==> src/rtl/com_uart8.sv <==
// com_uart8: byte-wide UART on the CPU com bus.
// A DATA register (TX push / RX pop) and a STATUS register sit at BASE_ADDR and
// BASE_ADDR+1. TX and RX are buffered in FIFOs and framed as 8N1 on uart_tx/uart_rx.
module com_uart8 #(
    parameter int unsigned DIVISOR    = 434,
    parameter int unsigned FIFO_DEPTH = 16,
    parameter logic [7:0]  BASE_ADDR  = 8'h10
) (
    input  logic       clk,
    input  logic       rst,
    input  logic [7:0] com_addr,
    input  logic [7:0] com_wr,
    output logic [7:0] com_rd,
    output logic       uart_tx,
    input  logic       uart_rx,
    output logic       irq
);

    localparam int unsigned AW      = $clog2(FIFO_DEPTH);
    localparam logic [15:0] DIV     = 16'(DIVISOR);
    localparam logic [15:0] DIV_M1  = 16'(DIVISOR - 1);
    localparam logic [15:0] HALF    = 16'(DIVISOR / 2);
    localparam logic [AW:0] PTR_ONE = (AW + 1)'(1);

    localparam logic [1:0] ST_IDLE  = 2'd0;
    localparam logic [1:0] ST_START = 2'd1;
    localparam logic [1:0] ST_DATA  = 2'd2;
    localparam logic [1:0] ST_STOP  = 2'd3;

    // Bus decode
    logic sel_data;
    logic sel_stat;
    assign sel_data = (com_addr == BASE_ADDR);
    assign sel_stat = (com_addr == (BASE_ADDR + 8'd1));

    // ------------------------------------------------------------------
    // TX FIFO and serialiser
    // ------------------------------------------------------------------
    logic [7:0]  tx_mem [FIFO_DEPTH];
    logic [AW:0] tx_wp;
    logic [AW:0] tx_rp;
    logic        tx_fifo_empty;
    logic        tx_full;
    logic        tx_push;
    logic        tx_load;
    logic [1:0]  tx_state;
    logic [15:0] tx_cnt;
    logic [2:0]  tx_bit;
    logic [7:0]  tx_sh;
    logic        tx_idle_empty;

    assign tx_fifo_empty = (tx_wp == tx_rp);
    assign tx_full       = (tx_wp[AW] != tx_rp[AW]) && (tx_wp[AW-1:0] == tx_rp[AW-1:0]);
    assign tx_push       = sel_data && !tx_full;
    // A new frame is loaded from idle, or straight out of the last stop-bit clock
    // so consecutive frames have no gap between them.
    assign tx_load       = !tx_fifo_empty &&
                           ((tx_state == ST_IDLE) || (tx_state == ST_STOP && tx_cnt == 16'd0));
    assign tx_idle_empty = tx_fifo_empty && (tx_state == ST_IDLE);

    // TX FIFO storage write
    always_ff @(posedge clk) begin
        if (tx_push) tx_mem[tx_wp[AW-1:0]] <= com_wr;
    end

    // TX FIFO pointers
    always_ff @(posedge clk) begin
        if (rst) begin
            tx_wp <= '0;
            tx_rp <= '0;
        end else begin
            if (tx_push) tx_wp <= tx_wp + PTR_ONE;
            if (tx_load) tx_rp <= tx_rp + PTR_ONE;
        end
    end

    // TX frame sequencer: start, 8 data bits, stop, DIVISOR clocks each
    always_ff @(posedge clk) begin
        if (rst) begin
            tx_state <= ST_IDLE;
            tx_cnt   <= '0;
            tx_bit   <= '0;
        end else begin
            case (tx_state)
                ST_IDLE: begin
                    if (tx_load) begin
                        tx_state <= ST_START;
                        tx_cnt   <= DIV_M1;
                    end
                end
                ST_START: begin
                    if (tx_cnt == 16'd0) begin
                        tx_state <= ST_DATA;
                        tx_cnt   <= DIV_M1;
                        tx_bit   <= 3'd0;
                    end else begin
                        tx_cnt <= tx_cnt - 16'd1;
                    end
                end
                ST_DATA: begin
                    if (tx_cnt == 16'd0) begin
                        tx_cnt <= DIV_M1;
                        tx_bit <= tx_bit + 3'd1;
                        if (tx_bit == 3'd7) tx_state <= ST_STOP;
                    end else begin
                        tx_cnt <= tx_cnt - 16'd1;
                    end
                end
                default: begin
                    if (tx_cnt == 16'd0) begin
                        if (tx_load) begin
                            tx_state <= ST_START;
                            tx_cnt   <= DIV_M1;
                        end else begin
                            tx_state <= ST_IDLE;
                        end
                    end else begin
                        tx_cnt <= tx_cnt - 16'd1;
                    end
                end
            endcase
        end
    end

    // TX shift register: loaded with the FIFO head, shifted LSB-first per data bit
    always_ff @(posedge clk) begin
        if (tx_load) begin
            tx_sh <= tx_mem[tx_rp[AW-1:0]];
        end else if (tx_state == ST_DATA && tx_cnt == 16'd0) begin
            tx_sh <= {1'b0, tx_sh[7:1]};
        end
    end

    // Serial line level follows the frame phase; idle and stop are high
    always_comb begin
        case (tx_state)
            ST_START: uart_tx = 1'b0;
            ST_DATA:  uart_tx = tx_sh[0];
            default:  uart_tx = 1'b1;
        endcase
    end

    // ------------------------------------------------------------------
    // RX synchroniser, deserialiser and FIFO
    // ------------------------------------------------------------------
    logic        rx_s1;
    logic        rx_s2;
    logic        rx_prev;
    logic [1:0]  rx_state;
    logic [15:0] rx_cnt;
    logic [2:0]  rx_bit;
    logic [7:0]  rx_sh;
    logic        rx_expire;
    logic        rx_push_req;
    logic        ferr_set;
    logic        ovr_set;
    logic [7:0]  rx_mem [FIFO_DEPTH];
    logic [AW:0] rx_wp;
    logic [AW:0] rx_rp;
    logic [AW:0] rx_wp_nx;
    logic [AW:0] rx_rp_nx;
    logic        rx_empty;
    logic        rx_full;
    logic        rx_pop;
    logic        rx_push;
    logic        ovr;
    logic        ferr;

    assign rx_expire   = (rx_cnt == 16'd1);
    assign rx_push_req = (rx_state == ST_STOP) && rx_expire && rx_s2;
    assign ferr_set    = (rx_state == ST_STOP) && rx_expire && !rx_s2;
    assign rx_empty    = (rx_wp == rx_rp);
    assign rx_full     = (rx_wp[AW] != rx_rp[AW]) && (rx_wp[AW-1:0] == rx_rp[AW-1:0]);
    assign rx_pop      = sel_data && !rx_empty;
    // A pop in the same cycle frees the slot the incoming byte needs.
    assign rx_push     = rx_push_req && (!rx_full || rx_pop);
    assign ovr_set     = rx_push_req && rx_full && !rx_pop;

    // Two-flop synchroniser plus one history flop for falling-edge detection
    always_ff @(posedge clk) begin
        if (rst) begin
            rx_s1   <= 1'b1;
            rx_s2   <= 1'b1;
            rx_prev <= 1'b1;
        end else begin
            rx_s1   <= uart_rx;
            rx_s2   <= rx_s1;
            rx_prev <= rx_s2;
        end
    end

    // RX frame sequencer: half-bit to the start-bit centre, then one bit per DIVISOR
    always_ff @(posedge clk) begin
        if (rst) begin
            rx_state <= ST_IDLE;
            rx_cnt   <= '0;
            rx_bit   <= '0;
        end else begin
            case (rx_state)
                ST_IDLE: begin
                    if (rx_prev && !rx_s2) begin
                        rx_state <= ST_START;
                        rx_cnt   <= HALF;
                    end
                end
                ST_START: begin
                    if (rx_expire) begin
                        rx_state <= rx_s2 ? ST_IDLE : ST_DATA;
                        rx_cnt   <= DIV;
                        rx_bit   <= 3'd0;
                    end else begin
                        rx_cnt <= rx_cnt - 16'd1;
                    end
                end
                ST_DATA: begin
                    if (rx_expire) begin
                        rx_cnt <= DIV;
                        rx_bit <= rx_bit + 3'd1;
                        if (rx_bit == 3'd7) rx_state <= ST_STOP;
                    end else begin
                        rx_cnt <= rx_cnt - 16'd1;
                    end
                end
                default: begin
                    if (rx_expire) begin
                        rx_state <= ST_IDLE;
                    end else begin
                        rx_cnt <= rx_cnt - 16'd1;
                    end
                end
            endcase
        end
    end

    // RX shift register: each data sample enters at the MSB, so LSB-first lands in place
    always_ff @(posedge clk) begin
        if (rx_state == ST_DATA && rx_expire) rx_sh <= {rx_s2, rx_sh[7:1]};
    end

    // RX FIFO storage write
    always_ff @(posedge clk) begin
        if (rx_push) rx_mem[rx_wp[AW-1:0]] <= rx_sh;
    end

    // Next RX pointers, shared by the pointer registers and the irq register
    always_comb begin
        rx_wp_nx = rx_wp;
        rx_rp_nx = rx_rp;
        if (rx_push) rx_wp_nx = rx_wp + PTR_ONE;
        if (rx_pop)  rx_rp_nx = rx_rp + PTR_ONE;
    end

    // RX FIFO pointers and registered interrupt
    always_ff @(posedge clk) begin
        if (rst) begin
            rx_wp <= '0;
            rx_rp <= '0;
            irq   <= 1'b0;
        end else begin
            rx_wp <= rx_wp_nx;
            rx_rp <= rx_rp_nx;
            irq   <= (rx_wp_nx != rx_rp_nx);
        end
    end

    // Sticky error flags: a STATUS read clears them unless a new event lands the same cycle
    always_ff @(posedge clk) begin
        if (rst) begin
            ovr  <= 1'b0;
            ferr <= 1'b0;
        end else begin
            if (ovr_set)       ovr <= 1'b1;
            else if (sel_stat) ovr <= 1'b0;
            if (ferr_set)      ferr <= 1'b1;
            else if (sel_stat) ferr <= 1'b0;
        end
    end

    // Combinational read mux for the register window
    always_comb begin
        com_rd = 8'h00;
        if (sel_data) begin
            com_rd = rx_empty ? 8'h00 : rx_mem[rx_rp[AW-1:0]];
        end else if (sel_stat) begin
            com_rd = {2'b00, ferr, ovr, tx_idle_empty, tx_full, rx_full, !rx_empty};
        end
    end

endmodule

==> config.mk <==
export PLATFORM = sky130hd
export DESIGN_NAME = com_uart8
export DESIGN_NICKNAME = d
export VERILOG_FILES = /design/src/rtl/com_uart8.sv
export SDC_FILE = /design/constraint.sdc
export NUM_CORES = 1
export LEC_CHECK = 0
export ABC_AREA = 0
export CORE_AREA = 2 2 191 231
export CTS_CLUSTER_DIAMETER = 40
export DETAILED_ROUTE_END_ITERATION = 10
export DIE_AREA = 0 0 193 233
export GPL_TIMING_DRIVEN = 0
export PLACE_DENSITY = 0.58
export SLEW_MARGIN = 20
export SYNTH_ARGS = -nofsm -noshare
export SYNTH_HDL_FRONTEND = slang
export SYNTH_SLANG_ARGS = --single-unit
==> constraint.sdc <==
create_clock -name clk -period 7.27 [get_ports clk]
set_clock_uncertainty 0.15 [all_clocks]
set_input_delay 1.454 -clock clk [delete_from_list [all_inputs] [get_ports clk]]
set_output_delay 1.454 -clock clk [all_outputs]
set_load 0.02 [all_outputs]
**After elaboration in Yosys (flattened, before gate mapping)**

Memories as Yosys holds them, arrays and structs flattened. A register that Yosys moved wholly into a read port is not among the register bits.
Cells that the tools add are included.

- Muxes and demuxes: 46
- Equal/unequal tests: 27
- Add/subtract/negate cells: 8
- Reductions and logical operators: 41

Operators by type and width:

| operator | number |
|---|---|
| $mux 16 | 6 |
| $pmux 16 s2 | 2 |
| $mux 8 | 4 |
| $sub 16x1->16 const B | 2 |
| $mux 2 | 11 |
| $add 5x1->5 const B | 4 |
| $eq 16x1->1 const B | 1 |
| $eq 8x5->1 const B | 2 |
| $logic_and 1x1->1 | 16 |
| $logic_not 16->1 | 1 |
| $ne 2x2->1 const B | 8 |
| $reduce_bool 2->1 | 7 |
| $mux 3 | 4 |
| $mux 4 | 3 |
| $pmux 2 s3 | 2 |
| $pmux 3 s2 | 2 |
| $eq 5x5->1 | 2 |
| $mux 5 | 2 |
| $reduce_and 5->1 | 2 |
| $eq 2x2->1 const B | 4 |
| $eq 4x4->1 | 2 |
| $mux 1 | 8 |
| $add 3x1->3 const B | 2 |
| $eq 3x3->1 const B | 2 |
| 12 further kinds | 23 |

- Bits in writable memories: 256
- Flip-flop bits (word level): 84
- Output and inout bits: 10
- Input bits: 19
- Logic and storage cells: 142
- Memories: 2

Memory list:

| memory | words | width | rd ports | clocked after Yosys merged registers in | wr ports | RTL line | text |
|---|---|---|---|---|---|---|---|
| rx_mem | 16 | 8 | 1 | 1 | 1 | 157 | `logic [7:0] rx_mem [FIFO_DEPTH];` |
| tx_mem | 16 | 8 | 1 | 1 | 1 | 39 | `logic [7:0] tx_mem [FIFO_DEPTH];` |

**Depth between registers and ports, before layout**

Gate-level depths: netlist of the first run.

- Depth in word-level cells: 7
- Mapped depth: 10
- Mapped depth without buffers: 9

**Worst setup path before layout of the first run**

OpenSTA, ideal clock, no wires.

- Kind: input to output
- Start: input port com_addr[1]
- End: output port com_rd[3]
- Slack: 2,633 ps
- Cell stages on the path: 4
- Required time: 5,666 ps
- Buffers on the path: 0
- Arrival: 3,033 ps
- Path through: or4_4 nor4_1 a21boi_0 o2bb2ai_1

- Cells in the longest elaborated chain, start to end: 3
- Elaborated cells between the ends (all ways): 4
- Classes of those cells: 2 x eq/ne; 2 x mux

RTL lines:

| what | RTL line | text |
|---|---|---|
| start: declaration | 11 | `input logic [7:0] com_addr,` |
| $eq 8x5->1 | 34 | `assign sel_stat = (com_addr == (BASE_ADDR + 8'd1));` |
| $mux 6 | 284 | `end else if (sel_stat) begin` |
| $mux 8 * | 282 | `if (sel_data) begin` |
| end: declaration | 13 | `output logic [7:0] com_rd,` |

Mark *: on every way between the ends. The rest lies on a longest branch, timed or not.

**Worst setup path after layout of the first run**

Ends and elaborated chain as after synthesis.

==> flow_metrics.env, run 1 <==
export IMPL_core_area_sq_mm=0.04258
export IMPL_fill_cells=3902
export IMPL_rsz0062_at_grt="no"
export IMPL_grt_pass1_wl_um=48000
export IMPL_drive_gt1_share_pct=18.66
export IMPL_swShare_pct=30.00
export IMPL_worst_slew_pin_slew_ns=1.121
export IMPL_drt_vias_per_instance=5.046
export IMPL_powerDensity_mw_per_mm2=325.6
export IMPL_stdcell_count=1581
export IMPL_worstPathArrival_ns=4.32
export IMPL_grt_max_degree=18
export IMPL_hold_viol_final=0
export IMPL_syn_cell_area_sq_mm=0.01439
export IMPL_synth_area_per_cell_sq_um=15.66
export IMPL_synthArstFlopShare_pct=0
export IMPL_drtIter0Drc=560
export IMPL_p_clk_share_pct=37.0
export IMPL_synth_edf_count=272
export IMPL_fp_dieH_um=233
export IMPL_synthCells=919
export IMPL_place_congestion=0.7911
export IMPL_dpl_cell_area_sq_mm=0.01546
export IMPL_required_ns=5.67
export IMPL_slew_headroom_pct=25.02
export IMPL_clockBufferDepth=3
export IMPL_grt_pass1_vias=8171
export IMPL_cts_tree="yes"
export IMPL_critPathLaunchType="input pin"
export IMPL_cts_htree_levels=2
export IMPL_clk_insertion_delay_late_ns=0.56
export IMPL_finalSetupViolCount=0
export IMPL_status="finished clean"
export IMPL_die_area_sq_mm=0.04497
export IMPL_irDropWorstVdd_mv=0.2218
export IMPL_wl_um=30780
export IMPL_area_delta_synth_final_pct=16.98
export IMPL_drc=0
export IMPL_syn_nets=966
export IMPL_fin_util_pct=39.53
export IMPL_combPwrFrac_pct=21.3
export IMPL_gr_total_overflow=0
export IMPL_fp_row_count=83
export IMPL_fmax_mhz=168.7
export IMPL_drv_slew=0
export IMPL_p_seq_share_pct=41.7
export IMPL_synth_main_ff_cell="edfxtp_1"
export IMPL_fin_crit_sh_pct=81.52
export IMPL_io_pins=29
export IMPL_yosys_warnings=0
export IMPL_start_util_pct=33.79
export IMPL_cts_buffers=42
export IMPL_pre_cts_ws_ns=1.317
export IMPL_placed_cells=1505
export IMPL_hold_buffers=0
export IMPL_synth_seq_area_share_pct=66.79
export IMPL_drtAntennaViolNets=0
export IMPL_max_cap_violations=0
export IMPL_worstSetupPathType="input pin to output port"
export IMPL_cts_sinks=344
export IMPL_n_antenna_cell=0
export IMPL_cts_resized_gates=0
export IMPL_io_buffers=27
export IMPL_setup_tns_final_ns=0
export IMPL_intPower_w=0.003836
export IMPL_root_buffer="clkbuf_16"
export IMPL_p_sw_w=0.001644
export IMPL_use_met3_pct=2.685
export IMPL_grtUsageMet2_pct=23.62
export IMPL_ys_ff_latch=344
export IMPL_end_kind="output port"
export IMPL_antenna_found_initial=0
export IMPL_fin_ws_ns=1.343
export IMPL_post_cts_buffers=0
export IMPL_gr_usage_met1_pct=18.25
export IMPL_design_area_sq_mm=0.01683
export IMPL_dp_hpwl_um=20380
export IMPL_gr_max_usage_layer="met2"
export IMPL_period_needed_ns=5.927
export IMPL_fin_nets=1044
export IMPL_track_usage_pct=14.20
export IMPL_hold_class="register to register"
export IMPL_drt_first_pass_iters=6
export IMPL_die_x_um=193
export IMPL_vias=7978
export IMPL_cp_max_fo=5
export IMPL_synth_cell_types=60
export IMPL_p_leak_nw=5.370
export IMPL_wl_per_cell_um=19.47
export IMPL_clk_pin_slew_worst_paths_ns=0.05
## metrics by stage
stage / hold slack (ns) / power (W)
floorplan: 0.2395 / 0.003193
global placement: 0.2450 / 0.003487
detailed placement: 0.2483 / 0.003497
CTS: 0.2643 / 0.005535
global route: 0.2790 / 0.005758
finish: 0.2640 / 0.005480
## power groups by stage
stage          combinational, W  clock [W]  sequential, W
2_1_floorplan          0.000891          0        0.00230
3_3_place_gp            0.00116          0        0.00232
3_5_place_dp            0.00117          0        0.00232
4_1_cts                 0.00118    0.00207        0.00228
5_1_grt                 0.00130    0.00216        0.00230
6_report                0.00117    0.00203        0.00229
## Yosys cell counts, types with 3 or more instances
master	count	share of area, %
a21oi_1	37	1.3
dfxtp_1	72	10
or4_1	5	0.26
a22oi_1	6	0.31
buf_1	9	0.23
inv_1	21	0.55
o22ai_1	5	0.22
nor4_1	10	0.43
o21ai_0	26	0.90
mux2i_1	5	0.35
or3_1	5	0.22
mux4_2	80	13
nor3_1	21	0.73
nand4_1	8	0.35
nand3_1	8	0.28
or2_2	6	0.26
xnor2_1	21	1.3
edfxtp_1	272	57
and2_1	7	0.30
ha_1	28	2.4
and3_1	3	0.13
nand3b_1	3	0.16
or4_4	3	0.23
mux2_2	7	0.55
o2bb2ai_1	3	0.18
nor2b_1	5	0.22
a21o_1	3	0.16
nand2_1	43	1.1
nand2b_1	9	0.39
buf_2	5	0.17
a31oi_1	6	0.26
a211oi_1	4	0.21
nor2_1	93	2.4
xor2_1	19	1.2
clkbuf_1	25	0.65
## worst max-delay path, cell delays in order
cell	delay, ns
clkdlybuf4s50_1	0.40
or4_4	0.59
nor4_1	0.45
a21boi_0	0.58
o2bb2ai_1	0.21
clkdlybuf4s50_1	0.64
## layout make-up
| cell class | count | area [sq um] | share of cell area [%] |
|---|---|---|---|
| Buffer | 40 | 160.2 | 0.9515 |
| Sequential cell | 344 | 9609 | 57.09 |
| Timing Repair Buffer | 34 | 337.8 | 2.007 |
| Clock buffer | 48 | 1094 | 6.497 |
| Inverter | 21 | 78.83 | 0.4683 |
| Multi-Input combinational cell | 514 | 4587 | 27.25 |
| Tap cell | 552 | 690.7 | 4.103 |
| Clock inverter | 28 | 274.0 | 1.628 |
## registers in the layout, summed over array words and instances, names as in the netlist, named ones only
signal    count
tx_mem      128
rx_rp         5
irq           1
rx_wp         5
ovr           1
rx_sh         8
rx_cnt       16
rx_prev       1
tx_bit        3
rx_mem      128
tx_cnt       16
tx_rp         5
tx_state      2
tx_wp         5
rx_bit        3
rx_s1         1
ferr          1
tx_sh         8
rx_s2         1
rx_state      2
## cells in the final DEF (no fill, tap or decap), drive strengths merged, types with 5 or more instances in the layout
| master | count |
|---|---|
| a211oi | 5 |
| edfxtp | 272 |
| a21oi | 37 |
| nand4 | 8 |
| inv | 26 |
| a22oi | 6 |
| nor2b | 5 |
| dfxtp | 72 |
| a31oi | 6 |
| o21ai | 29 |
| and2 | 8 |
| or3 | 5 |
| clkbuf | 73 |
| ha | 28 |
| nor2 | 95 |
| or4 | 8 |
| mux2 | 7 |
| xor2 | 19 |
| xnor2 | 21 |
| nand2 | 43 |
| o22ai | 5 |
| or2 | 6 |
| nor3 | 21 |
| mux2i | 5 |
| nand2b | 9 |
| nand3 | 8 |
| nor4 | 12 |
| clkdlybuf4s50 | 27 |
| buf | 22 |
| clkinv | 18 |
| mux4 | 80 |
## final timing paths
check	slack, ns	endpoint	cells past startpoint	start
hold / removal	0.26	rx_s2	1	rx_s1
hold reg to reg	0.26	rx_s2	1	rx_s1
setup / recovery	1.34	com_rd[3]	6	com_addr[1]
setup reg to reg	3.93	rx_mem[8][7]	6	rx_cnt[0]
## kinds of logic after synthesis
| kind of cell | after synthesis | synth area share [%] |
|---|---|---|
| DFF | 344 | 66.79 |
| and+or+nand+nor | 242 | 8.383 |
| buffers and inverters | 61 | 1.661 |
| muxes | 92 | 13.42 |
| AOI/OAI and AO/OA | 112 | 4.879 |
| xor gates and xnor gates | 40 | 2.435 |
| adders and majority gates | 28 | 2.435 |
## layer usage
metal	wire length, um	share of wire, %
met5	0	0
met3	1294	4.2
met4	1084	3.5
met2	15250	50
met1	13150	43
Note: power is estimated with default switching activity, not from simulation.
==> run 2, diff against run 1 <==
Settings changed: PLACE_DENSITY 0.58 to 0.6.
Clock period 7.27 ns to 4.9 ns, I/O delays scaled along.
==> flow_metrics.env, run 2 (synthesis gave the netlist of run 1 again) <==
export IMPL_cts_tree="yes"
export IMPL_core_area_sq_mm=0.04258
export IMPL_required_ns=3.77
export IMPL_final_common_cell="edfxtp_1"
export IMPL_slew_headroom_pct=28.56
export IMPL_drv_slew=0
export IMPL_dpl_cell_area_sq_mm=0.01544
export IMPL_drive_gt1_share_pct=19.77
export IMPL_hold_buffers=0
export IMPL_finalPower_w=0.008473
export IMPL_grt_max_degree=18
export IMPL_hold_viol_final=0
export IMPL_track_usage_pct=13.94
export IMPL_end_kind="output port"
export IMPL_finalSetupViolCount=0
export IMPL_drt_vias_per_instance=5.080
export IMPL_powerDensity_mw_per_mm2=497.8
export IMPL_period_needed_ns=4.727
export IMPL_fp_dieH_um=233
export IMPL_gr_total_overflow=0
export IMPL_wl_um=30490
export IMPL_critPathLaunchType="register"
export IMPL_die_area_sq_mm=0.04497
export IMPL_irDropWorstVdd_mv=0.2405
export IMPL_status="finished clean"
export IMPL_grt_pass1_vias=8170
export IMPL_worst_slew_pin_slew_ns=1.068
export IMPL_root_buffer="clkbuf_16"
export IMPL_fin_crit_sh_pct=96.47
export IMPL_io_buffers=27
export IMPL_place_congestion=0.7892
export IMPL_drt_first_pass_iters=8
export IMPL_cts_htree_levels=2
export IMPL_rsz0062_at_grt="no"
export IMPL_worstPathArrival_ns=3.60
export IMPL_drtIter0Drc=522
export IMPL_cts_buffers=42
export IMPL_clk_pin_slew_worst_paths_ns=0.06
export IMPL_die_x_um=193
export IMPL_worstSetupPathType="register to output port"
export IMPL_n_antenna_cell=0
export IMPL_drc=0
export IMPL_clockBufferDepth=3
export IMPL_final_cell_mix="edfxtp_1, nor2_1, mux4_2, dfxtp_1, nand2_1"
export IMPL_vias=8022
export IMPL_dp_hpwl_um=20350
export IMPL_pre_cts_ws_ns=-0.2049
export IMPL_wl_per_cell_um=19.31
export IMPL_antenna_found_initial=0
export IMPL_cp_max_fo=10
export IMPL_fin_nets=1043
export IMPL_fin_ws_ns=0.1730
export IMPL_post_cts_buffers=0
export IMPL_cts_sinks=344
export IMPL_grt_pass1_wl_um=47560
export IMPL_clk_insertion_delay_late_ns=0.56
export IMPL_p_leak_nw=5.442
export IMPL_hold_class="register to register"
export IMPL_drtAntennaViolNets=0
export IMPL_fin_util_pct=39.97
export IMPL_fp_row_count=83
export IMPL_max_cap_violations=0
export IMPL_fmax_mhz=211.6
export IMPL_design_area_sq_mm=0.01702
export IMPL_start_util_pct=33.79
export IMPL_area_delta_synth_final_pct=18.30
export IMPL_io_pins=29
[run 2: path summary, 6_finish.rpt]
kind,start,endpoint,slack [ns],cells past startpoint
worst max-delay path,rx_rp[1],com_rd[1],0.17,7
worst min-delay path,rx_s1,rx_s2,0.27,1
worst max register to register,tx_cnt[0],tx_sh[0],1.59,8
worst min register to register,rx_s1,rx_s2,0.27,1
[run 2: report_power, final]
| part | switching (W) | internal, W | leakage, nW |
|---|---|---|---|
| clock | 0.00130 | 0.00204 | 0.729 |
| combinational | 0.00106 | 0.000684 | 1.69 |
| sequential | 0.000124 | 0.00327 | 3.03 |
| total | 0.00248 | 0.00599 | 5.44 |
[run 2: layer usage]
layer  track usage [%]  vias up  routed length, um
met1             17.22     4125              12960
met4             4.474        0                694
met5                 0        -                  0
li1                  -     3722                  -
met3             2.247       49                976
met2             24.76      126              15870
[run 2: timing repair]
| item | 4_1_cts | 5_1_grt |
|---|---|---|
| gates resized for setup | 7 | 2 |
| cloned | 0 | 0 |
| setup endpoints to repair | 7 | 3 |
[run 2: worst max-delay path: stages (launching register included)]
cell,delay [ns]
dfxtp_1,0.33
clkbuf_1,0.37
clkbuf_1,0.60
mux4_2,0.42
mux4_2,0.49
mux2i_1,0.14
nor2_1,0.11
clkdlybuf4s50_1,0.58
[run 2: final cells by class]
type | count | area (sq um)
multi-input combinational | 514 | 4607
inverter | 21 | 78.83
sequential | 344 | 9609
clock inverter | 32 | 488.0
buffer | 40 | 168.9
clock buffer | 43 | 1055
timing repair buffer | 33 | 322.8
tap | 552 | 690.7
fill | 3896 | 25560
[run 2: metrics by stage]
step	setup TNS (ns)	hold WS (ns)	std cells
after global routing	0	0.2870	1579
after detailed placement	-0.7285	0.2518	1504
final	0	0.2677	1579
after CTS	0	0.2714	1579
after floorplan	0	0.2395	919
after global placement	-0.6353	0.2575	1498
==> run 3, diff against run 2 <==
Settings changed: CAP_MARGIN from default to 10, CTS_CLUSTER_DIAMETER 40 to 30.
==> flow_metrics.env, run 3 (synthesis gave the netlist of run 1 again) <==
export IMPL_grt_pass1_vias=8556
export IMPL_irDropWorstVdd_mv=0.3088
export IMPL_cts_tree="yes"
export IMPL_drt_first_pass_iters=5
export IMPL_fin_util_pct=42.17
export IMPL_hold_class="register to register"
export IMPL_status="finished clean"
export IMPL_end_kind="output port"
export IMPL_period_needed_ns=4.730
export IMPL_io_buffers=27
export IMPL_grt_max_degree=18
export IMPL_n_antenna_cell=0
export IMPL_drc=0
export IMPL_drt_vias_per_instance=5.015
export IMPL_io_pins=29
export IMPL_finalSetupViolCount=0
export IMPL_area_delta_synth_final_pct=24.78
export IMPL_worstSetupPathType="input pin to output port"
export IMPL_worst_slew_pin_slew_ns=1.055
export IMPL_cts_buffers=68
export IMPL_track_usage_pct=14.42
export IMPL_stdcell_count=1628
export IMPL_worstPathArrival_ns=3.60
export IMPL_hold_viol_final=0
export IMPL_dp_hpwl_um=20350
export IMPL_cp_max_fo=5
export IMPL_fmax_mhz=211.4
export IMPL_core_area_sq_mm=0.04258
export IMPL_critPathLaunchType="input pin"
export IMPL_p_leak_nw=5.918
export IMPL_clk_insertion_delay_late_ns=0.58
export IMPL_cts_sinks=344
export IMPL_start_util_pct=33.79
export IMPL_clk_pin_slew_worst_paths_ns=0.04
export IMPL_drive_gt1_share_pct=23.23
export IMPL_slew_headroom_pct=29.43
export IMPL_multi_input_area_sq_mm=0.004607
export IMPL_final_cell_mix="edfxtp_1, nor2_1, mux4_2, dfxtp_1, clkbuf_16"
export IMPL_powerDensity_mw_per_mm2=560.1
export IMPL_vias=8165
export IMPL_clockBufferDepth=3
export IMPL_fill_cells=3811
export IMPL_fp_row_count=83
export IMPL_design_area_sq_mm=0.01795
export IMPL_place_congestion=0.7892
export IMPL_placed_cells=1504
export IMPL_wl_per_cell_um=19.20
export IMPL_hold_buffers=0
export IMPL_gr_total_overflow=0
export IMPL_fin_nets=1069
export IMPL_final_common_cell="edfxtp_1"
export IMPL_cts_htree_levels=3
export IMPL_root_buffer="clkbuf_16"
export IMPL_wl_um=31260
export IMPL_antenna_found_initial=0
export IMPL_die_area_sq_mm=0.04497
export IMPL_grt_pass1_wl_um=48780
export IMPL_rsz0062_at_grt="no"
export IMPL_dpl_cell_area_sq_mm=0.01544
export IMPL_fin_crit_sh_pct=96.53
export IMPL_drtAntennaViolNets=0
export IMPL_required_ns=3.77
export IMPL_drv_slew=0
export IMPL_fp_dieH_um=233
export IMPL_seq_area_sq_mm=0.009609
export IMPL_die_x_um=193
export IMPL_max_cap_violations=0
export IMPL_drtIter0Drc=531
## run 3: cell types whose count changed in the layout (fill, tap and decap cells not counted), moves of 3 or more
| cell | before | now |
|---|---|---|
| inv_16 | 0 | 3 |
| clkinv_8 | 4 | 1 |
| clkbuf_16 | 42 | 69 |
| bufinv_16 | 8 | 12 |
| clkinv_2 | 3 | 10 |
| clkbuf_8 | 0 | 4 |
| clkinv_4 | 1 | 6 |
## run 3: power breakdown
group,switching (W),total (W),internal [W]
Clock,0.00159,0.00490,0.00331
Combinational,0.00107,0.00176,0.000684
Sequential,0.000126,0.00340,0.00327
## run 3: final cells by class
class | count | share of cell area (%)
Sequential cell | 344 | 53.52
Clock inverter | 48 | 3.763
Timing Repair Buffer | 33 | 1.798
Clock buffer | 76 | 9.987
Tap cell | 552 | 3.847
Inverter | 21 | 0.4391
Multi-Input combinational cell | 514 | 25.66
Buffer | 40 | 0.9826
## run 3: final timing paths
path | from | endpoint | slack (ns) | cells past startpoint
worst min-delay path | rx_s1 | rx_s2 | 0.26 | 1
worst max register to register | tx_cnt[0] | tx_sh[6] | 1.58 | 8
worst max-delay path | com_addr[1] | com_rd[2] | 0.17 | 6
worst min register to register | rx_s1 | rx_s2 | 0.26 | 1
## run 3: what timing repair did
item / 4_1_cts / 5_1_grt
endpoints found under the setup margin: 7 / 4
buffers inserted: 0 / 0
resized for setup: 8 / 3
## run 3: layer usage
metal / part of all wire (%) / routed length [um] / GRT usage [%] / vias to the layer above
li1: - / - / - / 3801
met1: 42 / 13250 / 17.25 / 4169
met2: 52 / 16250 / 25.16 / 144
met3: 3.3 / 1041 / 3.062 / 51
met4: 2.3 / 714 / 5.800 / 0
met5: 0 / 0 / 0 / -
## run 3: critical path, stage by stage
cell and delay, ns:
clkdlybuf4s50_1 0.39, or4_4 0.57, nor4_2 0.37, o21ai_2 0.23, o22ai_1 0.37, clkdlybuf4s50_1 0.68
## run 3: through the flow
step	hold WS (ns)	setup WS, ns	total power (W)	setup TNS [ns]
after floorplan	0.2395	1.211	0.004737	0
after global placement	0.2575	-0.1701	0.005164	-0.6353
after detailed placement	0.2518	-0.2049	0.005197	-0.7285
after CTS	0.2664	0.07101	0.01013	0
after global routing	0.2842	0.05145	0.01048	0
final	0.2630	0.1702	0.01006	0
